File: src/rtl/bpsk_frame_serializer.sv
// bpsk_frame_serializer
// Captures a packet word over a valid/ready handshake, then emits a full frame
// bit-serially, one bit per bit_strobe: alternating preamble, sync word,
// payload (MSB- or LSB-first), then an inter-frame gap of idle zeros.
//
// Ports:
//   clk        system clock, all state on rising edge
//   rst        asynchronous active-high reset
//   pkt_data   packet to send, sampled only on handshake
//   pkt_valid  source has a packet
//   pkt_ready  block can accept a packet (IDLE only, low while rst=1)
//   bit_strobe single-cycle bit-rate tick
//   tx_bit     serial output bit to the modulator phase select (registered)
//   tx_active  high while preamble/sync/payload bits are on tx_bit (registered)
//   frame_done one-cycle pulse with the last payload bit (registered)
module bpsk_frame_serializer #(
    parameter int unsigned             PACKET_WIDTH = 32,
    parameter int unsigned             PREAMBLE_LEN = 16,
    parameter int unsigned             SYNC_WIDTH   = 8,
    parameter logic [SYNC_WIDTH-1:0]   SYNC_WORD    = SYNC_WIDTH'(8'hA7),
    parameter bit                      LSB_FIRST    = 1'b0,
    parameter int unsigned             GAP_BITS     = 4
) (
    input  logic                    clk,
    input  logic                    rst,
    input  logic [PACKET_WIDTH-1:0] pkt_data,
    input  logic                    pkt_valid,
    output logic                    pkt_ready,
    input  logic                    bit_strobe,
    output logic                    tx_bit,
    output logic                    tx_active,
    output logic                    frame_done
);

    // Counter sized for the longest segment so it never wraps mid-segment.
    localparam int unsigned SEG_AB  = (PREAMBLE_LEN > SYNC_WIDTH) ? PREAMBLE_LEN : SYNC_WIDTH;
    localparam int unsigned SEG_CD  = (PACKET_WIDTH > GAP_BITS) ? PACKET_WIDTH : GAP_BITS;
    localparam int unsigned SEG_MAX = (SEG_AB > SEG_CD) ? SEG_AB : SEG_CD;
    localparam int unsigned CNT_W   = $clog2(SEG_MAX) + 1;

    // Last counter value of each segment. The gap state always lasts at least
    // one strobe: with GAP_BITS=0 that strobe just returns tx_bit to idle.
    localparam int unsigned PRE_LAST  = (PREAMBLE_LEN > 0) ? PREAMBLE_LEN - 1 : 0;
    localparam int unsigned SYNC_LAST = SYNC_WIDTH - 1;
    localparam int unsigned PAY_LAST  = PACKET_WIDTH - 1;
    localparam int unsigned GAP_LAST  = (GAP_BITS > 0) ? GAP_BITS - 1 : 0;

    typedef enum logic [2:0] {
        S_IDLE,
        S_PREAMBLE,
        S_SYNC,
        S_PAYLOAD,
        S_GAP
    } state_e;

    state_e                  state_q, state_d;
    logic [CNT_W-1:0]        cnt_q, cnt_d;
    logic [PACKET_WIDTH-1:0] shift_q, shift_d;
    logic                    tx_bit_q, tx_bit_d;
    logic                    tx_active_q, tx_active_d;
    logic                    frame_done_q, frame_done_d;
    logic [SYNC_WIDTH-1:0]   sync_shifted;

    // Next-state and output computation.
    always_comb begin
        state_d      = state_q;
        cnt_d        = cnt_q;
        shift_d      = shift_q;
        tx_bit_d     = tx_bit_q;
        tx_active_d  = tx_active_q;
        frame_done_d = 1'b0;
        // Sync bit i sits at the MSB after shifting the word left by i.
        sync_shifted = SYNC_WORD << cnt_q;

        case (state_q)
            S_IDLE: begin
                // A strobe in the acceptance cycle is deliberately ignored.
                if (pkt_valid) begin
                    shift_d = pkt_data;
                    cnt_d   = '0;
                    state_d = (PREAMBLE_LEN > 0) ? S_PREAMBLE : S_SYNC;
                end
            end
            S_PREAMBLE: begin
                if (bit_strobe) begin
                    tx_bit_d    = ~cnt_q[0];
                    tx_active_d = 1'b1;
                    if (cnt_q == CNT_W'(PRE_LAST)) begin
                        cnt_d   = '0;
                        state_d = S_SYNC;
                    end else begin
                        cnt_d = cnt_q + CNT_W'(1);
                    end
                end
            end
            S_SYNC: begin
                if (bit_strobe) begin
                    tx_bit_d    = sync_shifted[SYNC_WIDTH-1];
                    tx_active_d = 1'b1;
                    if (cnt_q == CNT_W'(SYNC_LAST)) begin
                        cnt_d   = '0;
                        state_d = S_PAYLOAD;
                    end else begin
                        cnt_d = cnt_q + CNT_W'(1);
                    end
                end
            end
            S_PAYLOAD: begin
                if (bit_strobe) begin
                    tx_bit_d    = LSB_FIRST ? shift_q[0] : shift_q[PACKET_WIDTH-1];
                    shift_d     = LSB_FIRST ? (shift_q >> 1) : (shift_q << 1);
                    tx_active_d = 1'b1;
                    if (cnt_q == CNT_W'(PAY_LAST)) begin
                        frame_done_d = 1'b1;
                        cnt_d        = '0;
                        state_d      = S_GAP;
                    end else begin
                        cnt_d = cnt_q + CNT_W'(1);
                    end
                end
            end
            S_GAP: begin
                if (bit_strobe) begin
                    tx_bit_d    = 1'b0;
                    tx_active_d = 1'b0;
                    if (cnt_q == CNT_W'(GAP_LAST)) begin
                        cnt_d   = '0;
                        state_d = S_IDLE;
                    end else begin
                        cnt_d = cnt_q + CNT_W'(1);
                    end
                end
            end
            default: begin
                state_d = S_IDLE;
            end
        endcase
    end

    // State and output registers.
    always_ff @(posedge clk or posedge rst) begin
        if (rst) begin
            state_q      <= S_IDLE;
            cnt_q        <= '0;
            shift_q      <= '0;
            tx_bit_q     <= 1'b0;
            tx_active_q  <= 1'b0;
            frame_done_q <= 1'b0;
        end else begin
            state_q      <= state_d;
            cnt_q        <= cnt_d;
            shift_q      <= shift_d;
            tx_bit_q     <= tx_bit_d;
            tx_active_q  <= tx_active_d;
            frame_done_q <= frame_done_d;
        end
    end

    // Ready is a decode of the registered state, gated low during reset.
    assign pkt_ready  = (state_q == S_IDLE) && !rst;
    assign tx_bit     = tx_bit_q;
    assign tx_active  = tx_active_q;
    assign frame_done = frame_done_q;

endmodule
File: config.mk
export PLATFORM = sky130hd
export DESIGN_NAME = bpsk_frame_serializer
export DESIGN_NICKNAME = d
export VERILOG_FILES = /design/src/rtl/bpsk_frame_serializer.sv
export SDC_FILE = /design/constraint.sdc
export NUM_CORES = 1
export LEC_CHECK = 0
export ABC_AREA = 1
export CAP_MARGIN = 15
export CORE_ASPECT_RATIO = 1.1
export CORE_MARGIN = 8
export CORE_UTILIZATION = 45
export DETAILED_ROUTE_END_ITERATION = 7
export PLACE_DENSITY = 0.7
export SYNTH_ARGS = -nofsm -noshare
export SYNTH_HDL_FRONTEND = slang
export SYNTH_SLANG_ARGS = --single-unit
File: constraint.sdc
create_clock -name clk -period 1.5 [get_ports clk]
set_input_delay 0.225 -clock clk [delete_from_list [all_inputs] [get_ports clk]]
set_output_delay 0.225 -clock clk [all_outputs]
set_load 0.01 [all_outputs]
# Word-level counts from Yosys, hierarchy flattened
# Index checks and enable logic that the tools add are counted.
# W data, S select, Z words.
[totals]
in_bits = 36
output_inout_bits = 4
wordCells = 73
reg_bits = 44
[classes]
addsub = 1
shifts = 1
eq_ne = 18
n_bitwise = 1
n_mux = 33
reduce_logical = 13
[ops]
columns = ["operator", "n"]
rows = [
  ["$mux W32", 2],
  ["$pmux W32 S2", 1],
  ["$mux W6", 9],
  ["$pmux W6 S5", 1],
  ["$mux W3", 9],
  ["$ne A2 B2 Y1 const B", 9],
  ["$pmux W3 S5", 1],
  ["$reduce_and A9 Y1", 1],
  ["$mux W1", 8],
  ["$shl A8 B6 Y8 const A", 1],
  ["$add A6 B1 Y6 const B", 1],
  ["$eq A3 B2 Y1 const B", 2],
  ["$eq A6 B2 Y1 const B", 1],
  ["$eq A6 B3 Y1 const B", 1],
  ["$eq A6 B4 Y1 const B", 1],
  ["$eq A6 B5 Y1 const B", 1],
  ["$reduce_and A3 Y1", 2],
  ["$reduce_and A6 Y1", 1],
  ["$reduce_and A5 Y1", 1],
  ["$reduce_bool A5 Y1", 1],
  ["$pmux W1 S4", 1],
  ["$reduce_bool A2 Y1", 2],
  ["$reduce_bool A4 Y1", 1],
  ["$eq A3 B1 Y1 const B", 1],
  ["8 further kinds", 8],
]

# Depth between registers and ports, before layout
# Gate-level depths: netlist of the first run.
[depth]
word_depth = 4
mapped_depth = 10
ltp_nobuf = 10

# Least setup slack after synthesis of the first run
# OpenSTA, ideal clock, no wires.
[synth_path]
kind = "reg2reg"
from = "register cnt_q[0]"
to = "register state_q[2]"
synth_period_minus_slack_ns = 1.395
t_required_ns = 1.370
path_buffers = 0
path_stages_with_launch = 9
arrival_ns = 1.265
setup_time_ns = 0.130
path_slack_ns = 0.105
cell_sequence = "dfrtp_1 > ha_1 > nand3_1 > o21ai_1 > nand2_1 > nor2_1 > nand2_2 > nand2_1 > o21ai_0"
[synth_between]
elab_chain_cells = 3
elab_cells_between_ends = 9
cone_classes = "8 x eq/ne; 1 x reduce/logical"
[synth_lines]
columns = ["element", "line_no", "text"]
rows = [
  ["start: declaration", "57", "logic [CNT_W-1:0] cnt_q, cnt_d;"],
  ["start signal: assignment", "151", "cnt_q <= cnt_d;"],
  ["$eq A6 B2 Y1 (tied with other cells)", "126", "if (cnt_q == CNT_W'(GAP_LAST)) begin"],
  ["$ne A2 B2 Y1 (no source line)", "n/a", ""],
  ["$reduce_and A9 Y1 (no source line) *", "n/a", ""],
  ["end signal: assignment", "150", "state_q <= state_d;"],
  ["end: declaration", "56", "state_e state_q, state_d;"],
]
# Every way passes the cells marked *; elsewhere a longest branch is shown, timed or not.
# A chain may end at the register's enable or synchronous reset.

# Worst setup path after layout of the first run
[layout_path]
from = "register state_q[0]"
to = "register shift_q[14]"
[layout_between]
elab_chain_cells = 3
elab_cells_between_ends = 7
cone_classes = "3 x eq/ne; 1 x mux; 3 x reduce/logical"
[layout_lines]
columns = ["element", "line_no", "text"]
rows = [
  ["$eq A3 B2 Y1 / $logic_not A3 Y1 (equally long branches)", "75", "case (state_q)"],
  ["$ne A2 B2 Y1 (no source line) / $reduce_bool A2 Y1 (equally long branches)", "n/a", ""],
  ["$reduce_and A3 Y1 (no source line)", "n/a", ""],
  ["end signal: assignment", "152", "shift_q <= shift_d;"],
  ["end: declaration", "58", "logic [PACKET_WIDTH-1:0] shift_q, shift_d;"],
]
# Parallel ways exist; a longest one is shown, timed or not.

==> results of run 1 <==
==> metrics by stage <==
step                      cell area [um^2]  util [%]  setup TNS (ps)  hold WS, ps
after floorplan                       2320         -               0        342.0
after global placement                2924     58.48          -298.5        486.9
after detailed placement              2924     58.48          -595.6        504.5
after CTS                             3024     60.49          -9.808        431.1
after global routing                  3254     65.09           -3013        438.5
final                                 3254     65.09          -10.34        415.3
==> power by group <==
part | internal, mW | switching, mW
registers | 1.72 | 0.181
logic | 1.65 | 1.96
clock network | 0.376 | 0.371
total | 3.74 | 2.51
==> flip-flops by register name (all words and copies together) (netlist names) <==
name	count
cnt_q	6
state_q	3
tx_bit	1
shift_q	32
frame_done	1
tx_active	1
==> layer usage <==
layer / part of all wire (%) / global-route usage [%]
met5: 0 / 0
met4: 1.8 / 5.795
met3: 4.4 / 3.243
met2: 49 / 21.96
met1: 44 / 16.90
==> cells by family after synthesis <==
| logic type | count (synthesis) | synth area share (%) |
|---|---|---|
| AOI/OAI and AO/OA | 83 | 21.57 |
| xor gates and xnor gates | 1 | 0.3776 |
| adders and majority gates | 1 | 0.5393 |
| buffers and inverters | 61 | 11.60 |
| DFF | 44 | 47.47 |
| and+or+nand+nor | 104 | 18.45 |
==> cell type report <==
type / count / area [um^2] / share of cell area, %
Sequential cell: 44 / 1102 / 33.87
Inverter: 48 / 187.7 / 5.767
Tap cell: 58 / 72.57 / 2.230
Multi-Input combinational cell: 189 / 1059 / 32.53
Clock buffer: 8 / 90.09 / 2.768
Timing Repair Buffer: 68 / 743.2 / 22.84
==> worst max-delay path: cells and delay by family, from the launching register on <==
kind	cells	cell delay, ps
AOI/OAI and AO/OA	2	180
buffers and inverters	3	410
and+or+nand+nor	3	390
DFF	1	410
==> synth_stat cells <==
| master | instances | share of area (%) |
|---|---|---|
| buf_6 | 4 | 1.9 |
| nor2_4 | 1 | 0.49 |
| xor2_1 | 1 | 0.38 |
| a21oi_2 | 1 | 0.38 |
| ha_1 | 1 | 0.54 |
| o211ai_1 | 31 | 10 |
| o21ai_0 | 44 | 9.5 |
| nand2_1 | 70 | 11 |
| a21oi_1 | 2 | 0.43 |
| nand2_2 | 2 | 0.54 |
| nor3_1 | 3 | 0.65 |
| o21ai_1 | 4 | 0.86 |
| inv_1 | 46 | 7.4 |
| nand3_1 | 10 | 2.2 |
| inv_4 | 1 | 0.27 |
| nor2_1 | 15 | 2.4 |
| clkbuf_2 | 1 | 0.22 |
| dfrtp_1 | 44 | 47 |
| nand3b_1 | 1 | 0.32 |
| o21ai_2 | 1 | 0.38 |
| nor4_1 | 1 | 0.27 |
| clkbuf_1 | 3 | 0.49 |
| nand4_1 | 1 | 0.27 |
| inv_2 | 1 | 0.16 |
| buf_2 | 5 | 1.1 |
==> repair_timing <==
item,in CTS,in global routing
pin swaps,0,13
setup buffers,1,3
endpoints found under the setup margin,8,43
gates cloned,0,4
gates resized for setup,4,76
endpoints found under the hold margin,0,0
==> path summary, 6_finish.rpt <==
check	from	endpoint	slack, ps
setup reg to reg	state_q[0]	shift_q[14]	-10
min in group clk	tx_active	tx_active	520
hold / removal	rst	shift_q[30]	420
hold reg to reg	tx_active	tx_active	520
max in group asynchronous	rst	state_q[1]	870
setup / recovery	state_q[0]	shift_q[14]	-10
==> impl_metrics.tcl, run 1 <==
set metrics [dict create \
    status "finished with violations" \
    violations "negative setup slack" \
    ctsHoldBuffers 0 \
    yosysSeqAreaShare_pct 47.46 \
    cts_max_path_buffers 2 \
    final_cells 415 \
    post-dp-hpwl_mm 3.624 \
    worstPathRequired_ps 1670 \
    grt_pass1_wl_mm 8.694 \
    clk_pin_slew_worst_paths_ps 70 \
    finalClockSkew_ps 2.363 \
    fin_crit_sh_pct 100.7 \
    area_growth_pct 40.29 \
    worstRegToRegCells 8 \
    layout_setup_ws_ps -10.34 \
    dr_total_vias 2131 \
    worstMarginPinSlew_ps 268.9 \
    nFillCells 437 \
    die_height_um 91.30 \
    clock_latency_ps 290 \
    drive_gt1_share_pct 21.01 \
    synth_cells 294 \
    root_buffer "clkbuf_8" \
    finalWirelength_mm 5.644 \
    ys_types 25 \
    viasPerCell 5.135 \
    io_pins 40 \
    setup_viol 1 \
    p_leak_nw 1.436 \
    maxCapViolCount 0 \
    antenna_found_initial 0 \
    drt_iter0_markers 70 \
    final_nets 393 \
    coreArea_um2 5000 \
    routedWlPerCell_um 13.60 \
    die_w_um 84.46 \
    first_global_vias 1956 \
    relSlewSlack_pct 81.93 \
    slew_violations 0 \
    path_cells "nor2_2 > buf_4 > nand3b_1 > nand2_2 > clkinv_4 > clkbuf_16 > o211ai_1 > o21ai_1" \
    critPathMaxStageDelay_ps 410 \
    place.port_buffers 39 \
    endpoint_kind "register" \
    finalCriticalPeriod_ps 1510 \
    final_common_cell "nand2_1" \
    startpoint_type "register" \
    grt_max_degree 45 \
    grt-ovfl-total 0 \
    ys_seq_elements 44 \
    crit_type "register to register" \
    dpl.cell_count 400 \
    syn-cell-area_um2 2320 \
    arrival_ps 1680 \
    syn_nets 331 \
    crit_fanout 17 \
    p_per_area_nw_per_um2 1923 \
    cts_tree "done" \
    syn_avg_cell_area_um2 7.890 \
    cts_htree_levels 2 \
    die-area_um2 7711 \
    dr.pass1.iters 4 \
    ant_nets 0 \
    grtUsageTotal_pct 13.59 \
    rows 27 \
    finalHoldViolCount 0 \
    final_cell_mix "nand2_1, dfrtp_1, inv_1, clkdlybuf4s50_1, o21ai_1" \
    place.gp.congestion 0.8864 \
    ys_warn_count 0 \
    diodes 0 \
    start_util_pct 46.40 \
    finalPower_mw 6.258 \
    drc 0 \
    fmax_mhz 662.1 \
    ir_drop_mv 1.108 \
    slowest_stage "dfrtp_1" \
    clock_sinks 44 \
    numCtsBuffers 5 \
    rsz0062_at_grt "true" \
    hp-class "input port to asynchronous set/reset pin" \
    pre_cts_slack_ps -54.93 \
]
Note: power is estimated with default switching activity, not from simulation.
==> run 2: changes to the inputs <==
--- a/config.mk
+++ b/config.mk
@@ -7,7 +7,7 @@
 export LEC_CHECK = 0
 export ABC_AREA = 1
 export CAP_MARGIN = 15
-export CORE_ASPECT_RATIO = 1.1
+export CORE_ASPECT_RATIO = 1.2
 export CORE_MARGIN = 8
 export CORE_UTILIZATION = 45
 export DETAILED_ROUTE_END_ITERATION = 7
==> impl_metrics.tcl, run 2 (synthesis results as in run 1) <==
set metrics [dict create \
    holdWs_ps 422.8 \
    grt_util_met1_pct 16.67 \
    final_common_cell "nand2_1" \
    drive_gt1_share_pct 18.89 \
    finalClockSkew_ps 2.201 \
    coreArea_um2 4940 \
    area_growth_pct 39.27 \
    worstPathRequired_ps 1700 \
    worstMarginPinSlew_ps 396.2 \
    worst-path-buf-inv 1 \
    drt_iter0_markers 89 \
    start_util_pct 46.96 \
    finalWirelength_mm 5.692 \
    root_buffer "clkbuf_8" \
    dr_total_vias 2189 \
    drc 0 \
    dr.pass1.iters 4 \
    ant_nets 0 \
    crit_type "register to register" \
    rows 28 \
    crit_fanout 4 \
    grt_max_degree 45 \
    first_global_vias 2084 \
    antenna_found_initial 0 \
    die_height_um 94.65 \
    diodes 0 \
    die-area_um2 7718 \
    largest_registers "shift_q x32, cnt_q x6, state_q x3" \
    reg2reg_slack_ps -20 \
    cp_common_cell "nor2_1" \
    place.port_buffers 39 \
    fmax_mhz 656.5 \
    numCtsBuffers 5 \
    clk_pin_slew_worst_paths_ps 80 \
    grt-ovfl-total 0 \
    post-dp-hpwl_mm 3.749 \
    path_delay_family "simple AND/OR/NAND/NOR gates" \
    grtUsageTotal_pct 14.19 \
    slew_violations 0 \
    maxCapViolCount 0 \
    finalPower_mw 6.189 \
    largest_reg_flops 32 \
    place.gp.congestion 0.8845 \
    grt_pass1_wl_mm 8.914 \
    hp-class "input port to asynchronous set/reset pin" \
    relSlewSlack_pct 73.34 \
    startpoint_type "register" \
    path_cells "inv_1 > nand2_1 > nor2_1 > nor2_1 > nor2_1 > o21ai_1 > o21ai_0" \
    cts_htree_levels 2 \
    slowest_stage "dfrtp_1" \
    cts_max_path_buffers 2 \
    arrival_ps 1730 \
    finalCriticalPeriod_ps 1523 \
    use_met3_pct 3.612 \
    ir_drop_mv 1.096 \
    ctsHoldBuffers 0 \
    final_cell_mix "nand2_1, inv_1, dfrtp_1, clkdlybuf4s50_1, o21ai_1" \
    largest_register "shift_q" \
    cts_tree "done" \
    layout_setup_ws_ps -23.20 \
    viasPerCell 5.212 \
    finalHoldViolCount 0 \
    fin_crit_sh_pct 101.5 \
    busiest_layer "met2" \
    routedWlPerCell_um 13.55 \
    met2_usage_pct 24.19 \
    critPathMaxStageDelay_ps 420 \
    die_w_um 81.54 \
    io_pins 40 \
    rr_endpoint "cnt_q[5]" \
    setup_viol 2 \
    endpoint_kind "register" \
    worstReg2RegStart "state_q[0]" \
    p_per_area_nw_per_um2 1916 \
    final_nets 396 \
    status "finished with violations" \
    final_util_pct 65.40 \
    rsz0062_at_grt "true" \
    violations "negative setup slack" \
    p_leak_nw 1.458 \
    worstRegToRegCells 7 \
    clock_latency_ps 280 \
    clock_sinks 44 \
]
[run 2: cell count changes in the layout (fill, tap and decap cells not counted), sizes merged]
cell           delta
buf               +5
clkbuf            -2
clkdlybuf4s50     -1
clkinv            -1
dlymetal6s2s      +1
inv               +1
[run 2: repair_timing]
action                     4_1_cts  5_1_grt
buffers inserted                 0        6
gates cloned                     0        2
gates resized for setup          5       63
setup endpoints to repair        3       43
pin swaps                        0       10
[run 2: cell type report]
| type | instances | area, um^2 |
|---|---|---|
| Timing Repair Buffer | 71 | 725.7 |
| Inverter | 48 | 185.2 |
| Tap cell | 60 | 75.07 |
| Sequential cell | 44 | 1102 |
| Fill cell | 427 | 1709 |
| Clock buffer | 8 | 90.09 |
| Multi-Input combinational cell | 189 | 1052 |
[run 2: worst register-to-register path, delay by kind of cell (launching register included)]
kind / cells / cell delay, ps
flops: 1 / 420
compound gates: 2 / 320
buf+inv: 1 / 130
simple gates: 4 / 570
[run 2: power by group]
part / switching [mW] / internal (mW) / leakage [nW]
sequential: 0.190 / 1.72 / 0.550
combinational: 1.94 / 1.59 / 0.862
clock: 0.375 / 0.376 / 0.0455
[run 2: through the flow]
| step | worst slack [ps] | instances | area (um^2) | TNS (ps) |
|---|---|---|---|---|
| after detailed placement | -85.23 | 404 | 2942 | -1667 |
| after global placement | -45.78 | 404 | 2942 | -647.5 |
| after global routing | -135.3 | 420 | 3231 | -2488 |
| after CTS | 8.460 | 412 | 3035 | 0 |
| after floorplan | 104.6 | 294 | 2320 | 0 |
| final | -23.20 | 420 | 3231 | -24.95 |
[run 2: worst max path at each step]
| stage | from | endpoint | slack, ps | depth (start not counted) |
|---|---|---|---|---|
| finish | state_q[0] | cnt_q[5] | -20 | 7 |
| global route | state_q[0] | cnt_q[5] | -140 | 7 |
| CTS | cnt_q[0] | state_q[2] | 8 | 8 |
| detailed placement | bit_strobe | shift_q[21] | -90 | 8 |
| global placement | bit_strobe | shift_q[24] | -50 | 8 |
| floorplan | cnt_q[0] | state_q[2] | 100 | 8 |
[run 2: metal layers]
metal | share of wire [%] | vias up | wire length, um
met5 | 0 | - | 0
met4 | 1.5 | 0 | 87
met3 | 4.5 | 9 | 255
met2 | 51 | 39 | 2894
met1 | 43 | 1047 | 2454
li1 | - | 1094 | -
==> run 3: changes to the inputs <==
--- a/config.mk
+++ b/config.mk
@@ -6,12 +6,11 @@
 export NUM_CORES = 1
 export LEC_CHECK = 0
 export ABC_AREA = 1
-export CAP_MARGIN = 15
 export CORE_ASPECT_RATIO = 1.2
 export CORE_MARGIN = 8
 export CORE_UTILIZATION = 45
 export DETAILED_ROUTE_END_ITERATION = 7
-export PLACE_DENSITY = 0.7
+export PLACE_DENSITY = 0.82
 export SYNTH_ARGS = -nofsm -noshare
 export SYNTH_HDL_FRONTEND = slang
 export SYNTH_SLANG_ARGS = --single-unit
==> impl_metrics.tcl, run 3 (synthesis results as in run 1) <==
set metrics [dict create \
    fin_crit_sh_pct 103.9 \
    largest_register "shift_q" \
    area_growth_pct 42.34 \
    crit_type "register to register" \
    numCtsBuffers 5 \
    worstReg2RegStart "state_q[0]" \
    startpoint_type "register" \
    clk_pin_slew_worst_paths_ps 80 \
    finalClockSkew_ps 8.217 \
    final_util_pct 66.84 \
    rows 28 \
    place.gp.congestion 0.8861 \
    dr_total_vias 2237 \
    place.port_buffers 39 \
    final_cells 420 \
    critPathLaunch "state_q[0]" \
    slew_violations 0 \
    worstPathRequired_ps 1680 \
    maxCapViolCount 0 \
    finalCriticalPeriod_ps 1558 \
    clock_sinks 44 \
    dpl.cell_count 405 \
    crit_fanout 5 \
    setup_viol 27 \
    die_height_um 94.65 \
    clock_latency_ps 300 \
    endpoint_kind "register" \
    finalHoldViolCount 0 \
    first_global_vias 2100 \
    arrival_ps 1740 \
    violations "negative setup slack" \
    cts_tree "done" \
    start_util_pct 46.96 \
    largest_registers "shift_q x32, cnt_q x6, state_q x3" \
    root_buffer "clkbuf_8" \
    ir_drop_mv 1.197 \
    ant_nets 0 \
    final_area_um2 3302 \
    diodes 0 \
    worstMarginPinSlew_ps 404.7 \
    finalWirelength_mm 6.219 \
    io_pins 40 \
    layout_setup_ws_ps -58.06 \
    drt_iter0_markers 105 \
    ctsHoldBuffers 0 \
    grt_pass1_wl_mm 9.163 \
    grt-ovfl-total 0 \
    dr.pass1.iters 4 \
    worstRegToRegCells 8 \
    reg2reg_slack_ps -60 \
    grt_max_degree 45 \
    drive_gt1_share_pct 20.83 \
    final_nets 397 \
    drc 0 \
    final_common_cell "nand2_1" \
    cts_max_path_buffers 2 \
    post-dp-hpwl_mm 3.874 \
    nFillCells 396 \
    antenna_found_initial 0 \
    cts_htree_levels 2 \
    routedWlPerCell_um 14.81 \
    die_w_um 81.54 \
    pre_cts_slack_ps -58.19 \
    coreArea_um2 4940 \
    final_cell_mix "nand2_1, inv_1, dfrtp_1, clkdlybuf4s50_1, o21ai_1" \
    fmax_mhz 641.8 \
    largest_reg_flops 32 \
    viasPerCell 5.326 \
    p_leak_nw 1.475 \
    relSlewSlack_pct 72.77 \
    p_per_area_nw_per_um2 1962 \
    die-area_um2 7718 \
    status "finished with violations" \
    place_area_um2 2949 \
    grtUsageTotal_pct 14.79 \
    finalPower_mw 6.479 \
    hp-class "input port to asynchronous set/reset pin" \
    rsz0062_at_grt "true" \
]
run 3: changes by cell type in the layout (fill, tap and decap cells not counted), sizes merged:
cell / previous run / this run
inv: 47 / 49
clkbuf: 11 / 10
buf: 30 / 29
dlymetal6s2s: 1 / 0
clkdlybuf4s50: 37 / 38
run 3: final timing paths:
path / end
max in group asynchronous: cnt_q[4]
setup / recovery: shift_q[26]
hold / removal: state_q[0]
hold reg to reg: tx_active
setup reg to reg: shift_q[26]
min in group clk: tx_active
run 3: power by group:
part	switching (mW)	internal [mW]	leakage [nW]	total [mW]
Combinational	2.06	1.78	0.884	3.84
Sequential	0.211	1.72	0.550	1.93
Clock	0.395	0.317	0.0410	0.712
Total	2.66	3.82	1.47	6.48
run 3: cell type report:
| class | count | area (um^2) | share of cell area (%) |
|---|---|---|---|
| Tap cell | 60 | 75.07 | 2.274 |
| Sequential cell | 44 | 1102 | 33.38 |
| Clock buffer | 6 | 72.57 | 2.198 |
| Inverter | 48 | 190.2 | 5.760 |
| Timing Repair inverter | 1 | 8.758 | 0.2653 |
| Multi-Input combinational cell | 189 | 1074 | 32.51 |
| Clock inverter | 1 | 5.005 | 0.1516 |
| Timing Repair Buffer | 71 | 774.5 | 23.46 |
run 3: per-layer routing:
| metal | part of all wire (%) | up-vias | GRT usage, % |
|---|---|---|---|
| li1 | - | 1097 | - |
| met1 | 41 | 1070 | 16.76 |
| met2 | 52 | 60 | 25.91 |
| met3 | 5.3 | 10 | 4.087 |
| met4 | 1.6 | 0 | 4.776 |
| met5 | 0 | - | 0 |
run 3: stage by stage:
stage,hold WS [ps],TNS [ps]
final,412.2,-415.2
after global routing,431.9,-2873
after CTS,434.0,-5.381
after detailed placement,485.0,-1032
after global placement,494.7,-104.8
after floorplan,342.0,0
run 3: worst max-delay path, stage by stage (launching register included):
cell and delay [ps]:
dfrtp_2 460, nor2_4 140, buf_6 100, nand3b_1 160, nand2_4 170, inv_8 60, clkbuf_16 150, o211ai_1 90
o21ai_1 100
run 3: repair_timing:
item,CTS,global route
cloned,0,6
endpoints found under the setup margin,7,43
gates resized for setup,10,72
buffers inserted,0,3
pin swaps,1,10
